`config.mk`:
```
export PLATFORM = sky130hd
export DESIGN_NAME = led_uart_reporter
export DESIGN_NICKNAME = d
export VERILOG_FILES = /design/src/rtl/led_uart_reporter.sv
export SDC_FILE = /design/constraint.sdc
export NUM_CORES = 1
export LEC_CHECK = 0
export BUFFER_PORTS_ARGS = -buffer_cell sky130_fd_sc_hd__buf_2
export CORE_UTILIZATION = 64
export CTS_CLUSTER_SIZE = 16
export DETAILED_ROUTE_END_ITERATION = 12
export PLACE_DENSITY_LB_ADDON = 0.25
export SLEW_MARGIN = 40
export SYNTH_ARGS = -nofsm -noshare
export SYNTH_HDL_FRONTEND = slang
export SYNTH_SLANG_ARGS = --single-unit
```
`constraint.sdc`:
```
create_clock -name Clock -period 5.2 [get_ports Clock]
set_clock_uncertainty 0.15 [all_clocks]
set_input_delay 0.26 -clock Clock [delete_from_list [all_inputs] [get_ports Clock]]
set_output_delay 0.26 -clock Clock [all_outputs]
set_load 0.02 [all_outputs]
```
`src/rtl/led_uart_reporter.sv`:
```
// LED value reporter: buffers ALU LED writes in a small FIFO and sends each as a UART frame.
// Optional LED_UART_PARITY_EN adds an even-parity bit (8E1 instead of 8N1).

module led_uart_reporter #(
   parameter int CLKS_PER_BIT = 434,
   parameter int FIFO_AW      = 2
) (
   input  logic       Clock,
   input  logic       Reset,
   input  logic [7:0] iData,
   input  logic       iStrobe,
   output logic       oTx,
   output logic       oBusy,
   output logic       oFull,
   output logic       oOverflow
);

   // state  | meaning
   // IDLE   | line high, waiting for FIFO data
   // START  | start bit (low)
   // DATA   | 8 data bits, LSB first
   // PARITY | even parity bit (parity build only)
   // STOP   | stop bit (high), may chain straight into START

   localparam int DEPTH = 2 ** FIFO_AW;
   localparam int BW    = $clog2(CLKS_PER_BIT);

`ifdef LED_UART_PARITY_EN
   typedef enum logic [2:0] {IDLE, START, DATA, PARITY, STOP} state_t;
`else
   typedef enum logic [2:0] {IDLE, START, DATA, STOP} state_t;
`endif

   state_t             state, state_nxt;
   logic [7:0]         mem [DEPTH];
   logic [FIFO_AW-1:0] wr_ptr, rd_ptr;
   logic [FIFO_AW:0]   count;
   logic [BW-1:0]      baud;
   logic [2:0]         bit_idx;
   logic [7:0]         shift;
   logic               tx_q, tx_nxt;
   logic               ovf_q;
   logic               pop, push, drop;
   logic               fifo_empty, fifo_full, baud_wrap;
`ifdef LED_UART_PARITY_EN
   logic               parity_bit;
`endif

   assign fifo_empty = (count == '0);
   assign fifo_full  = (count == (FIFO_AW+1)'(DEPTH));
   assign baud_wrap  = (baud == BW'(CLKS_PER_BIT - 1));

   // A full FIFO still accepts a strobe when the FSM frees a slot that same cycle.
   assign push = iStrobe && (!fifo_full || pop);
   assign drop = iStrobe && fifo_full && !pop;

   always_comb begin
      state_nxt = state;
      pop       = 1'b0;
      tx_nxt    = 1'b1;
      case (state)
         IDLE: begin
            tx_nxt = 1'b1;
            if (!fifo_empty) begin
               pop       = 1'b1;
               state_nxt = START;
            end
         end
         START: begin
            tx_nxt = 1'b0;
            if (baud_wrap) state_nxt = DATA;
         end
         DATA: begin
            tx_nxt = shift[0];
            if (baud_wrap && bit_idx == 3'd7) begin
`ifdef LED_UART_PARITY_EN
               state_nxt = PARITY;
`else
               state_nxt = STOP;
`endif
            end
         end
`ifdef LED_UART_PARITY_EN
         PARITY: begin
            tx_nxt = parity_bit;
            if (baud_wrap) state_nxt = STOP;
         end
`endif
         STOP: begin
            tx_nxt = 1'b1;
            if (baud_wrap) begin
               if (!fifo_empty) begin
                  pop       = 1'b1;
                  state_nxt = START;
               end else begin
                  state_nxt = IDLE;
               end
            end
         end
         default: state_nxt = IDLE;
      endcase
   end

   // Storage has no reset; pointers and count define what is valid.
   always_ff @(posedge Clock) begin
      if (push) mem[wr_ptr] <= iData;
   end

   always_ff @(posedge Clock) begin
      if (Reset) begin
         state   <= IDLE;
         wr_ptr  <= '0;
         rd_ptr  <= '0;
         count   <= '0;
         baud    <= '0;
         bit_idx <= '0;
         shift   <= '0;
         tx_q    <= 1'b1;
         ovf_q   <= 1'b0;
`ifdef LED_UART_PARITY_EN
         parity_bit <= 1'b0;
`endif
      end else begin
         state <= state_nxt;
         tx_q  <= tx_nxt;
         if (push) wr_ptr <= wr_ptr + 1'b1;
         if (pop) begin
            rd_ptr <= rd_ptr + 1'b1;
            shift  <= mem[rd_ptr];
`ifdef LED_UART_PARITY_EN
            parity_bit <= ^mem[rd_ptr];
`endif
         end
         if (push && !pop)      count <= count + 1'b1;
         else if (pop && !push) count <= count - 1'b1;
         if (drop) ovf_q <= 1'b1;

         if (state == IDLE || baud_wrap) baud <= '0;
         else                            baud <= baud + 1'b1;

         if (state == START) begin
            bit_idx <= '0;
         end else if (state == DATA && baud_wrap) begin
            bit_idx <= bit_idx + 3'd1;
            shift   <= {1'b0, shift[7:1]};
         end
      end
   end

   assign oTx       = tx_q;
   assign oBusy     = (state != IDLE) || !fifo_empty;
   assign oFull     = fifo_full;
   assign oOverflow = ovf_q;

endmodule

```
== Word-level counts from Yosys, hierarchy flattened ==
Memory sizes are Yosys's and may differ from the RTL's. A register that Yosys moved wholly into a read port is not among the register bits.
Cells that the tools add are included.

* Register bits: 32
* Memory bits (writable): 32
* Output and inout bits: 4
* Input port bits: 11
* Memories kept: 1

* Add/subtract/negate cells: 6
* Reduce and logical (&&, ||, !) cells: 21
* Multiplexer cells: 19
* Equality and inequality tests: 10

{| class="wikitable"
|+ Memory list
! memory !! words !! bits a word !! rd ports !! clocked after Yosys merged registers in !! wr ports !! line !! source
|-
| mem || 4 || 8 || 1 || 1 || 1 || 35 || <nowiki>logic [7:0] mem [DEPTH];</nowiki>
|}

{| class="wikitable"
|+ Operators by type and width
! operator !! count
|-
| 2-to-1 mux 8 bit || 3
|-
| 2-to-1 mux 3 bit || 6
|-
| case mux 3 bit (4 select lines) || 1
|-
| adder 9 x 1 -> 9 bit (second input constant) || 1
|-
| equality test 9 bit (second input constant) || 1
|-
| != test 2 bit (second input constant) || 4
|-
| logical AND 1 bit || 7
|-
| adder 3 x 1 -> 3 bit (second input constant) || 2
|-
| equality test 3 x 2 -> 1 bit (second input constant) || 2
|-
| equality test 3 bit (second input constant) || 2
|-
| zero test 3 bit || 2
|-
| 2-to-1 mux 1 bit || 5
|-
| adder 2 x 1 -> 2 bit (second input constant) || 2
|-
| zero test 1 bit || 4
|-
| 2-to-1 mux 2 bit || 2
|-
| case mux 1 bit (2 select lines) || 2
|-
| AND reduction 4 bit || 1
|-
| OR reduction 2 bit || 2
|-
| equality test 3 x 1 -> 1 bit (second input constant) || 1
|-
| logical OR 1 bit || 3
|-
| nonzero test 3 bit || 1
|-
| subtractor 3 x 1 -> 3 bit (second input constant) || 1
|-
| nonzero test 2 bit || 1
|}

== Longest topological paths before layout ==
Gate-level depths: netlist (run 1).

* Word-level depth: 10
* Depth in mapped cells: 13
* Depth with buffers taken out: 12

== Least setup slack after synthesis (run 1) ==
Ideal clock, no wire load.

* Kind: reg2reg
* From: register baud[1]
* To: register count[2]
* Data arrival time: 2,463 ps
* Slack: 2,516 ps
* Library setup time: 71 ps
* Cell stages (with the launch flop): 14
* Cell sequence: dfxtp_1 > inv_1 > ha_1 > and4b_1 > buf_6 > a31o_2 > buf_4 > nand2_1 > ha_1 > inv_1 > fa_1 > xor2_1 > or3_1 > a21oi_1

* Word-level cells in the longest chain between the ends: 8

{| class="wikitable"
|+ Ends and longest elaborated chain
! what !! line !! source
|-
| start: declaration || 38 || <nowiki>logic [BW-1:0] baud;</nowiki>
|-
| start signal: assignment || 139 || <nowiki>else baud <= baud + 1'b1;</nowiki>
|-
| equality test 9 bit (*) || 51 || <nowiki>assign baud_wrap = (baud == BW'(CLKS_PER_BIT - 1));</nowiki>
|-
| 2-to-1 mux 1 bit (*) || 91 || <nowiki>if (baud_wrap) begin</nowiki>
|-
| case mux 1 bit (2 select lines) (*) || 61 || <nowiki>case (state)</nowiki>
|-
| logical OR 1 bit || 54 || <nowiki>assign push = iStrobe && (!fifo_full || pop);</nowiki>
|-
| logical AND 1 bit || 54 ||
|-
| zero test 1 bit || 135 || <nowiki>else if (pop && !push) count <= count - 1'b1;</nowiki>
|-
| logical AND 1 bit || 135 ||
|-
| nonzero test 2 bit (no source line) || - ||
|-
| end signal: assignment || 134 || <nowiki>if (push && !pop) count <= count + 1'b1;</nowiki>
|-
| end signal: assignment || 135 ||
|-
| end: declaration || 37 || <nowiki>logic [FIFO_AW:0] count;</nowiki>
|}

Mark *: on every way between the ends. The rest lies on a longest branch, timed or not.
A chain may end at the register's enable or synchronous reset.

== Final worst setup path (run 1) ==
* From: register baud[0]
* To: register count[2]

* Word-level cells in the longest chain between the ends: 8

{| class="wikitable"
|+ Ends and longest elaborated chain
! what !! line !! source
|-
| equality test 9 bit (*) || 51 ||
|-
| 2-to-1 mux 1 bit (*) || 91 ||
|-
| case mux 1 bit (2 select lines) (*) || 61 ||
|-
| logical OR 1 bit (*) || 54 ||
|-
| logical AND 1 bit (*) || 54 ||
|-
| via push || 43 || <nowiki>logic pop, push, drop;</nowiki>
|-
| zero test 1 bit || 135 ||
|-
| logical AND 1 bit || 135 ||
|-
| nonzero test 2 bit (no source line) || - ||
|}

The timed path passes the listed nets; every way through them passes the cells marked *.

==> metrics.cfg, run 1 <==
[detailed_routing]
wl_um = 4800
first_pass_iters = 4
via_per_inst = 5.79
ant_nets = 0
drt_iter0_markers = 139
avgRoutedWirePerCell_um = 15.7
drc = 0
vias = 1771

[setup_path]
critPathBufInv = 2
cp_cell_sequence = ha_1 -> and4b_1 -> and3_4 -> o311ai_4 -> inv_2 -> ha_1 -> inv_1 -> fa_1 -> xor2_1 -> or3_1 -> a21oi_1
max_stage_delay_ns = 0.40
critical_path.slowest_cell = dfxtp_1
cp-end-kind = flip-flop
cp_common_cell = ha_1
worst-endpoint-required_ns = 5.31
crit_path_start_kind = flip-flop
criticalPathCategory = reg2reg
critical_path_arrival_ns = 2.95
crit_fanout = 7
crit_family = simple AND/OR/NAND/NOR gates

[timing]
fmax_ghz = 0.352
slew-limit-headroom = 0.576
tns_ns = 0
setup_viol = 0
timing.final.ws_setup_ns = 2.36
period_minus_slack_ns = 2.84
slew_violations = 0
rsz0062_at_grt = false
tightest_slew_ns = 0.634
final_hold_viol_count = 0
post-route-period-util = 0.546

[cells_and_area]
final_cell_mix = dfxtp_1 (33), edfxtp_1 (32), nor2_1 (24), buf_2 (14)
layout_commonest_cell = dfxtp_1
n_fill_cell = 266
n_antenna_cell = 0
drive_gt1_frac = 0.191
postLayoutCoreUtil = 0.776
nNetsFinal = 276
layout.area.seq_um2 = 1620
multi_input_area_um2 = 1120
area_growth_pct = 12.4

[cts]
h-tree-depth = 3
clkSinkCount = 65
post_cts_buffers = 0
cts_buffer_depth = 2
cts_hold_buf = 8
clk_pin_slew_ns = 0.07
numCtsBuffers = 9
cts-root-buf = clkbuf_8
cts_tree = built
clk_latency_ns = 0.33
cts_resized = 0

[grt]
gr-total-overflow = 0
grt_pass1_vias = 1559
antenna_found_initial = 0
grt_max_degree = 28
grt_usage = 0.231
grt_pass1_wl_um = 7370

[yosys]
synth_cells = 229
ys_seq_elements = 65
ys_seq_area_frac = 0.571
synth_ff_type = dfxtp_1
syn_area_um2 = 2840
synth_area_per_cell_um2 = 12.4
yosys_warnings = 0
ys_types = 44
synth-edff-count = 32
synthArstFlopShare = 0
synth_nets = 254

[placement]
gp_congestion = 0.772
port_buffers = 14
place_hpwl_um = 3100
pre_cts_ws_ns = 2.40

[floorplan]
die_area_um2 = 4710
io_pins = 15
placementRows = 23
initial_core_util = 0.690
core-area_um2 = 4120
fp.dieW_um = 68.6
die_y_um = 68.6

[power]
ir_drop_uv = 293
p_leak_nw = 1.18
cellPowerDensity_nw_per_um2 = 501

[job]
maxCapViolations = 0

[run_status]
status = completed

[worst_hold_path]
hold_path.class = in2reg

## stage by stage
step	hold WS [ns]	total power, mW	cells	area [µm²]
global route	0.116	1.69	306	3190
detailed placement	0.291	1.19	282	2910
global placement	0.280	1.18	282	2910
CTS	0.0828	1.60	306	3190
finish	0.0999	1.60	306	3190
floorplan	0.209	1.10	229	2840
## path summary, 6_finish.rpt
kind	from	end	slack [ns]	cells after the start
max	baud[0]	count[2]	2.36	11
min	iStrobe	oOverflow	0.1	3
min reg2reg	oOverflow	oOverflow	0.29	2
max reg2reg	baud[0]	count[2]	2.36	11
## Yosys cell counts (2+ instances only)
library cell | instances | area, µm²
o21ai_1 | 2 | 10.0
mux4_2 | 8 | 180
a31oi_1 | 2 | 12.5
a31o_2 | 2 | 17.5
buf_4 | 2 | 15.0
clkbuf_1 | 4 | 15.0
nor2_1 | 24 | 90.1
a21oi_1 | 8 | 40.0
clkbuf_2 | 2 | 10.0
inv_1 | 10 | 37.5
nand2_1 | 5 | 18.8
nand3_1 | 13 | 65.1
ha_1 | 13 | 163
nor3_1 | 6 | 30.0
or3_1 | 3 | 18.8
o21ai_0 | 11 | 55.1
dfxtp_1 | 33 | 661
edfxtp_1 | 32 | 961
nand2b_1 | 4 | 25.0
a311oi_1 | 8 | 70.1
xnor2_1 | 4 | 35.0
and2_1 | 4 | 25.0
nand4_1 | 2 | 12.5
xor2_1 | 4 | 35.0
mux2i_1 | 4 | 40.0
## tightest hold or removal path, stage by stage
cell and delay (ns):
buf_2 0.13, o211ai_1 0.08, a21oi_1 0.07
## sequential cells by signal, summed over array words and instances (netlist names), named ones only
| name | count |
|---|---|
| shift | 8 |
| oOverflow | 1 |
| baud | 9 |
| bit_idx | 3 |
| wr_ptr | 2 |
| mem | 32 |
| count | 3 |
| state | 2 |
| rd_ptr | 2 |
| oTx | 1 |
## power by group
part | internal, mW | leakage, nW | total, mW | switching, mW
Sequential | 0.630 | 0.563 | 0.696 | 0.0662
Combinational | 0.213 | 0.513 | 0.497 | 0.284
Clock | 0.227 | 0.102 | 0.407 | 0.180
## per-layer routing
layer	vias up	share of wire	GRT usage
li1	887	-	-
met1	840	0.50	0.319
met2	34	0.45	0.324
met3	10	0.039	0.0839
met4	0	0.017	0.109
met5	-	0	0
## layout make-up
type,instances,share of cell area
clock buffers,14,0.0576
clock inverters,2,0.00314
inverters,11,0.0129
multi-input cells,142,0.352
flip-flops and latches,65,0.508
well taps,50,0.0196
repair buffers,22,0.0470
## logic make-up (layout without fill, tap and decap cells)
family / count (synthesis) / in the layout / share of synthesized area
compound gates: 38 / 38 / 0.0934
xor+xnor: 8 / 8 / 0.0247
fa+ha+maj: 14 / 14 / 0.0643
buf+inv: 22 / 49 / 0.0357
flops: 65 / 65 / 0.571
mux: 14 / 14 / 0.0868
simple gates: 68 / 68 / 0.124
(Power assumes the default switching activity.)
==> inputs of run 2 (changes only) <==
CORE_UTILIZATION = 60   (was 64)
clock period = 2.65 ns   (was 5.2 ns; I/O delays follow)
==> run 2 against run 1 <==
  * Non-clock buffer count grew 12
  * Maximum frequency rose by 9.4%
  * Critical endpoint unchanged
  * Final cell count grew 4.6%
==> metrics.cfg, run 2 (synthesis results as in run 1) <==
[floorplan]
placementRows = 24
die_y_um = 70.8
initial_core_util = 0.639
core-area_um2 = 4440
fp.dieW_um = 70.8
die_area_um2 = 5010
io_pins = 15

[detailed_routing]
avgRoutedWirePerCell_um = 16.6
ant_nets = 0
drc = 0
vias = 1889
drt_iter0_markers = 195
wl_um = 5320
first_pass_iters = 6
via_per_inst = 5.90

[cells_and_area]
n_antenna_cell = 0
final_cell_mix = dfxtp_1 (32), edfxtp_1 (32), nor2_1 (24), buf_2 (14), nand3_1 (13)
postLayoutCoreUtil = 0.747
top_register = mem
stdcell_count = 320
nNetsFinal = 288
largest_register_ffs = 32
drive_gt1_frac = 0.265
reg_top3 = mem: 32 flops, baud: 9 flops, shift: 8 flops
area_growth_pct = 16.9
n_fill_cell = 290

[cts]
clk_pin_slew_ns = 0.07
h-tree-depth = 3
cts-root-buf = clkbuf_8
cts_tree = built
cts_buffer_depth = 2
numCtsBuffers = 9
clkSinkCount = 65
clk_latency_ns = 0.34

[timing]
final_hold_viol_count = 0
post-route-period-util = 0.980
fmax_ghz = 0.385
setup_viol = 0
tightest_slew_ns = 0.553
slew-limit-headroom = 0.629
period_minus_slack_ns = 2.60
slew_violations = 0

[setup_path]
cp-end-kind = flip-flop
crit_family = adder cells
criticalPathCategory = reg2reg
setup.worst_path.start = state[0]
critPathBufInv = 3
critical_path.slowest_cell = dfxtp_1
cp_cell_sequence = inv_1 -> ha_1 -> nand2_1 -> o311ai_4 -> inv_2 -> ha_4 -> inv_2 -> fa_2 -> xor2_2 -> or3_4 -> a21oi_2
max_stage_delay_ns = 0.39
crit_fanout = 4
reg2reg_from = state[0]
cp_common_cell = inv_2
critical_path_arrival_ns = 2.72
worst-endpoint-required_ns = 2.77
crit_path_start_kind = flip-flop

[grt]
grt_pass1_wl_um = 8520
grt_pass1_vias = 1877
grt_usage = 0.230
gr-total-overflow = 0
antenna_found_initial = 0
grt_max_degree = 28

[worst_hold_path]
min_from = Reset
hold_path.class = in2reg

[run_status]
status = completed

[placement]
place_hpwl_um = 3330
gp_congestion = 0.836
port_buffers = 14
place_inst = 291

[power]
ir_drop_uv = 613
p_leak_nw = 1.23
cellPowerDensity_nw_per_um2 = 1020

[job]
maxCapViolations = 0

[run 2: what timing repair did]
action                     CTS  global route
buffers inserted             0             4
hold endpoints to repair    33             0
setup endpoints to repair    0             2
gates resized for setup      0             9
hold buffers                 9             0
[run 2: worst paths after layout]
check,endpoint,slack [ns],cells past startpoint
worst max-delay path,count[2],0.05,11
worst min-delay path,count[0],0.09,2
worst max register to register,count[2],0.05,11
worst min register to register,oOverflow,0.30,2
[run 2: metrics by stage]
stage                     instance area (µm²)  worst slack [ns]  hold WS, ns  TNS [ns]  total power [mW]
after floorplan                          2850            0.0281       0.0814         0              2.16
after global placement                   2970             0.187        0.197         0              2.41
after detailed placement                 2970            0.0991        0.203         0              2.43
after CTS                                3260            0.0880       0.0772         0              3.26
after global routing                     3320           -0.0268        0.135   -0.0268              3.56
final                                    3320            0.0539       0.0859         0              3.38
[run 2: report_power, final]
group          leakage (nW)  switching (mW)  internal [mW]
sequential            0.563           0.130           1.24
clock                0.0970           0.390          0.432
combinational         0.571           0.637          0.551
total                  1.23            1.16           2.22
[run 2: worst register-to-register path: stages, from the launching register on]
cell and delay, ns:
dfxtp_1 0.39, inv_1 0.09, ha_1 0.36, nand2_1 0.13
o311ai_4 0.11, inv_2 0.11, ha_4 0.14, inv_2 0.04
fa_2 0.36, xor2_2 0.15, or3_4 0.37, a21oi_2 0.12
[run 2: area by class of cell]
| cell class | count | area (µm²) | share of cell area |
|---|---|---|---|
| Sequential cell | 65 | 1620 | 0.489 |
| Tap cell | 52 | 65.1 | 0.0196 |
| Timing Repair Buffer | 34 | 243 | 0.0732 |
| Clock inverter | 7 | 68.8 | 0.0207 |
| Multi-Input combinational cell | 142 | 1150 | 0.348 |
| Clock buffer | 9 | 124 | 0.0373 |
| Inverter | 11 | 41.3 | 0.0124 |
[run 2: per-layer routing]
layer  vias up  GRT usage  part of all wire
met5         -          0                 0
met4         0      0.118             0.021
met3        14     0.0556             0.042
met2        50      0.368              0.48
met1       919      0.294              0.46
li1        906          -                 -
==> inputs of run 3 (changes only) <==
CORE_UTILIZATION = 55   (was 60)
PLACE_DENSITY = 0.78   (was unset)
PLACE_DENSITY_LB_ADDON = unset   (was 0.25)
SETUP_SLACK_MARGIN = 0.4   (was unset)
==> run 3 against run 2 <==
  * Clock power rose by 6.4%
  * Highest routed layer unchanged
  * Final cell count rose by 3.8%
  * Core utilization fell by 5.9 points
  * Non-clock buffer count fell by 3
==> metrics.cfg, run 3 (synthesis results as in run 1) <==
[run_status]
status = completed

[cells_and_area]
final_cell_area_um2 = 3330
n_fill_cell = 350
nNetsFinal = 285
area_growth_pct = 17.5
stdcell_count = 332
final_cell_mix = dfxtp_1 (32), edfxtp_1 (32), nor2_1 (24), buf_2 (14), nand3_1 (13)
drive_gt1_frac = 0.257
reg_top3 = mem: 32 flops, baud: 9 flops, shift: 8 flops
top_register = mem
largest_register_ffs = 32
postLayoutCoreUtil = 0.688
n_antenna_cell = 0

[detailed_routing]
avgRoutedWirePerCell_um = 15.4
via_per_inst = 5.51
first_pass_iters = 4
drt_iter0_markers = 103
wl_um = 5100
ant_nets = 0
vias = 1828
drc = 0

[worst_hold_path]
whs_path_depth = 2
min_from = Reset
whs_endpoint = count[0]
hold_path.class = in2reg

[setup_path]
reg2reg_from = baud[2]
timing.rr.end = count[2]
cp-end-kind = flip-flop
worstRegToRegCells = 10
criticalPathCategory = reg2reg
worst-endpoint-required_ns = 2.78
critical_path_arrival_ns = 2.63
regToRegSetupSlack_ns = 0.15
crit_fanout = 7
crit_path_start_kind = flip-flop

[timing]
slew-limit-headroom = 0.638
final_hold_viol_count = 0
slew_violations = 0
tns_ns = 0
tightest_slew_ns = 0.541
setup_viol = 0
rsz0062_at_grt = true
fmax_ghz = 0.400
post-route-period-util = 0.943
whs_ns = 0.0776
period_minus_slack_ns = 2.50
timing.final.ws_setup_ns = 0.152

[placement]
gp_congestion = 0.789
pre_cts_ws_ns = 0.114
port_buffers = 14
placed_area_um2 = 3000
place_hpwl_um = 3360
place_inst = 304

[floorplan]
io_pins = 15
placementRows = 25
fp.dieW_um = 73.8
die_y_um = 73.8
core-area_um2 = 4850
die_area_um2 = 5450
initial_core_util = 0.586

[cts]
h-tree-depth = 3
cts_buffer_depth = 2
clkSinkCount = 65
clk_latency_ns = 0.35
numCtsBuffers = 9
clk_pin_slew_ns = 0.08
cts-root-buf = clkbuf_8
cts_tree = built

[power]
p_leak_nw = 1.23
cellPowerDensity_nw_per_um2 = 1010
pwr-share-clk = 0.261
pwr-share-comb = 0.332
power.internal_mw = 2.20
p_seq_frac = 0.407
p_sw_frac = 0.344
ir_drop_uv = 503
power_switching_mw = 1.15
finalPower_mw = 3.36

[grt]
grt_pass1_vias = 1762
gr-total-overflow = 0
grt_usage = 0.210
antenna_found_initial = 0
grt_pass1_wl_um = 8070
grt_max_degree = 28

[job]
maxCapViolations = 0

[run 3: cell types whose count changed in the layout (fill, tap and decap cells not counted), moves of 2 or more]
cell / previous run / this run
and2_1: 4 / 0
inv_6: 1 / 3
buf_4: 11 / 8
and2_4: 0 / 4
clkinv_2: 2 / 0
[run 3: power groups by stage]
stage / combinational [mW] / clock [mW] / sequential [mW]
after global placement: 1.05 / 0 / 1.38
after floorplan: 0.894 / 0 / 1.33
after global routing: 1.23 / 0.927 / 1.39
after CTS: 1.10 / 0.890 / 1.37
final: 1.11 / 0.876 / 1.37
after detailed placement: 1.08 / 0 / 1.39
[run 3: metal layers]
layer / up-vias / part of all wire / track usage
li1: 905 / - / -
met1: 866 / 0.45 / 0.246
met2: 41 / 0.48 / 0.337
met3: 16 / 0.042 / 0.0658
met4: 0 / 0.026 / 0.128
met5: - / 0 / 0
[run 3: worst max-delay path, stage by stage (launching register included)]
cell and delay, ns:
dfxtp_1 0.35, and4bb_4 0.40, and3_4 0.21, o311ai_4 0.10
inv_2 0.10, ha_4 0.14, inv_2 0.04, fa_2 0.34
xor2_1 0.15, or3_1 0.32, a21oi_1 0.12
[run 3: worst max path at each step]
| stage | startpoint | end | slack, ns | cells past startpoint |
|---|---|---|---|---|
| detailed placement | baud[1] | count[2] | 0.11 | 12 |
| floorplan | baud[1] | count[2] | 0.13 | 13 |
| global route | baud[1] | count[2] | 0.08 | 12 |
| finish | baud[2] | count[2] | 0.15 | 10 |
| global placement | baud[1] | count[2] | 0.22 | 12 |
| CTS | baud[1] | count[2] | 0.15 | 12 |
[run 3: repair_timing]
action,CTS,global route
hold buffers,9,0
setup endpoints to repair,2,34
pin swaps,1,3
gates cloned,0,0
endpoints found under the hold margin,33,0
setup buffers,2,1
gates resized for setup,0,9
[run 3: final cells by class]
cell class	instances	area [µm²]	area share
Clock buffer	9	124	0.0371
Sequential cell	65	1620	0.487
Tap cell	67	83.8	0.0251
Clock inverter	7	83.8	0.0251
Timing Repair Buffer	31	220	0.0660
Multi-Input combinational cell	142	1160	0.347
Inverter	11	41.3	0.0124
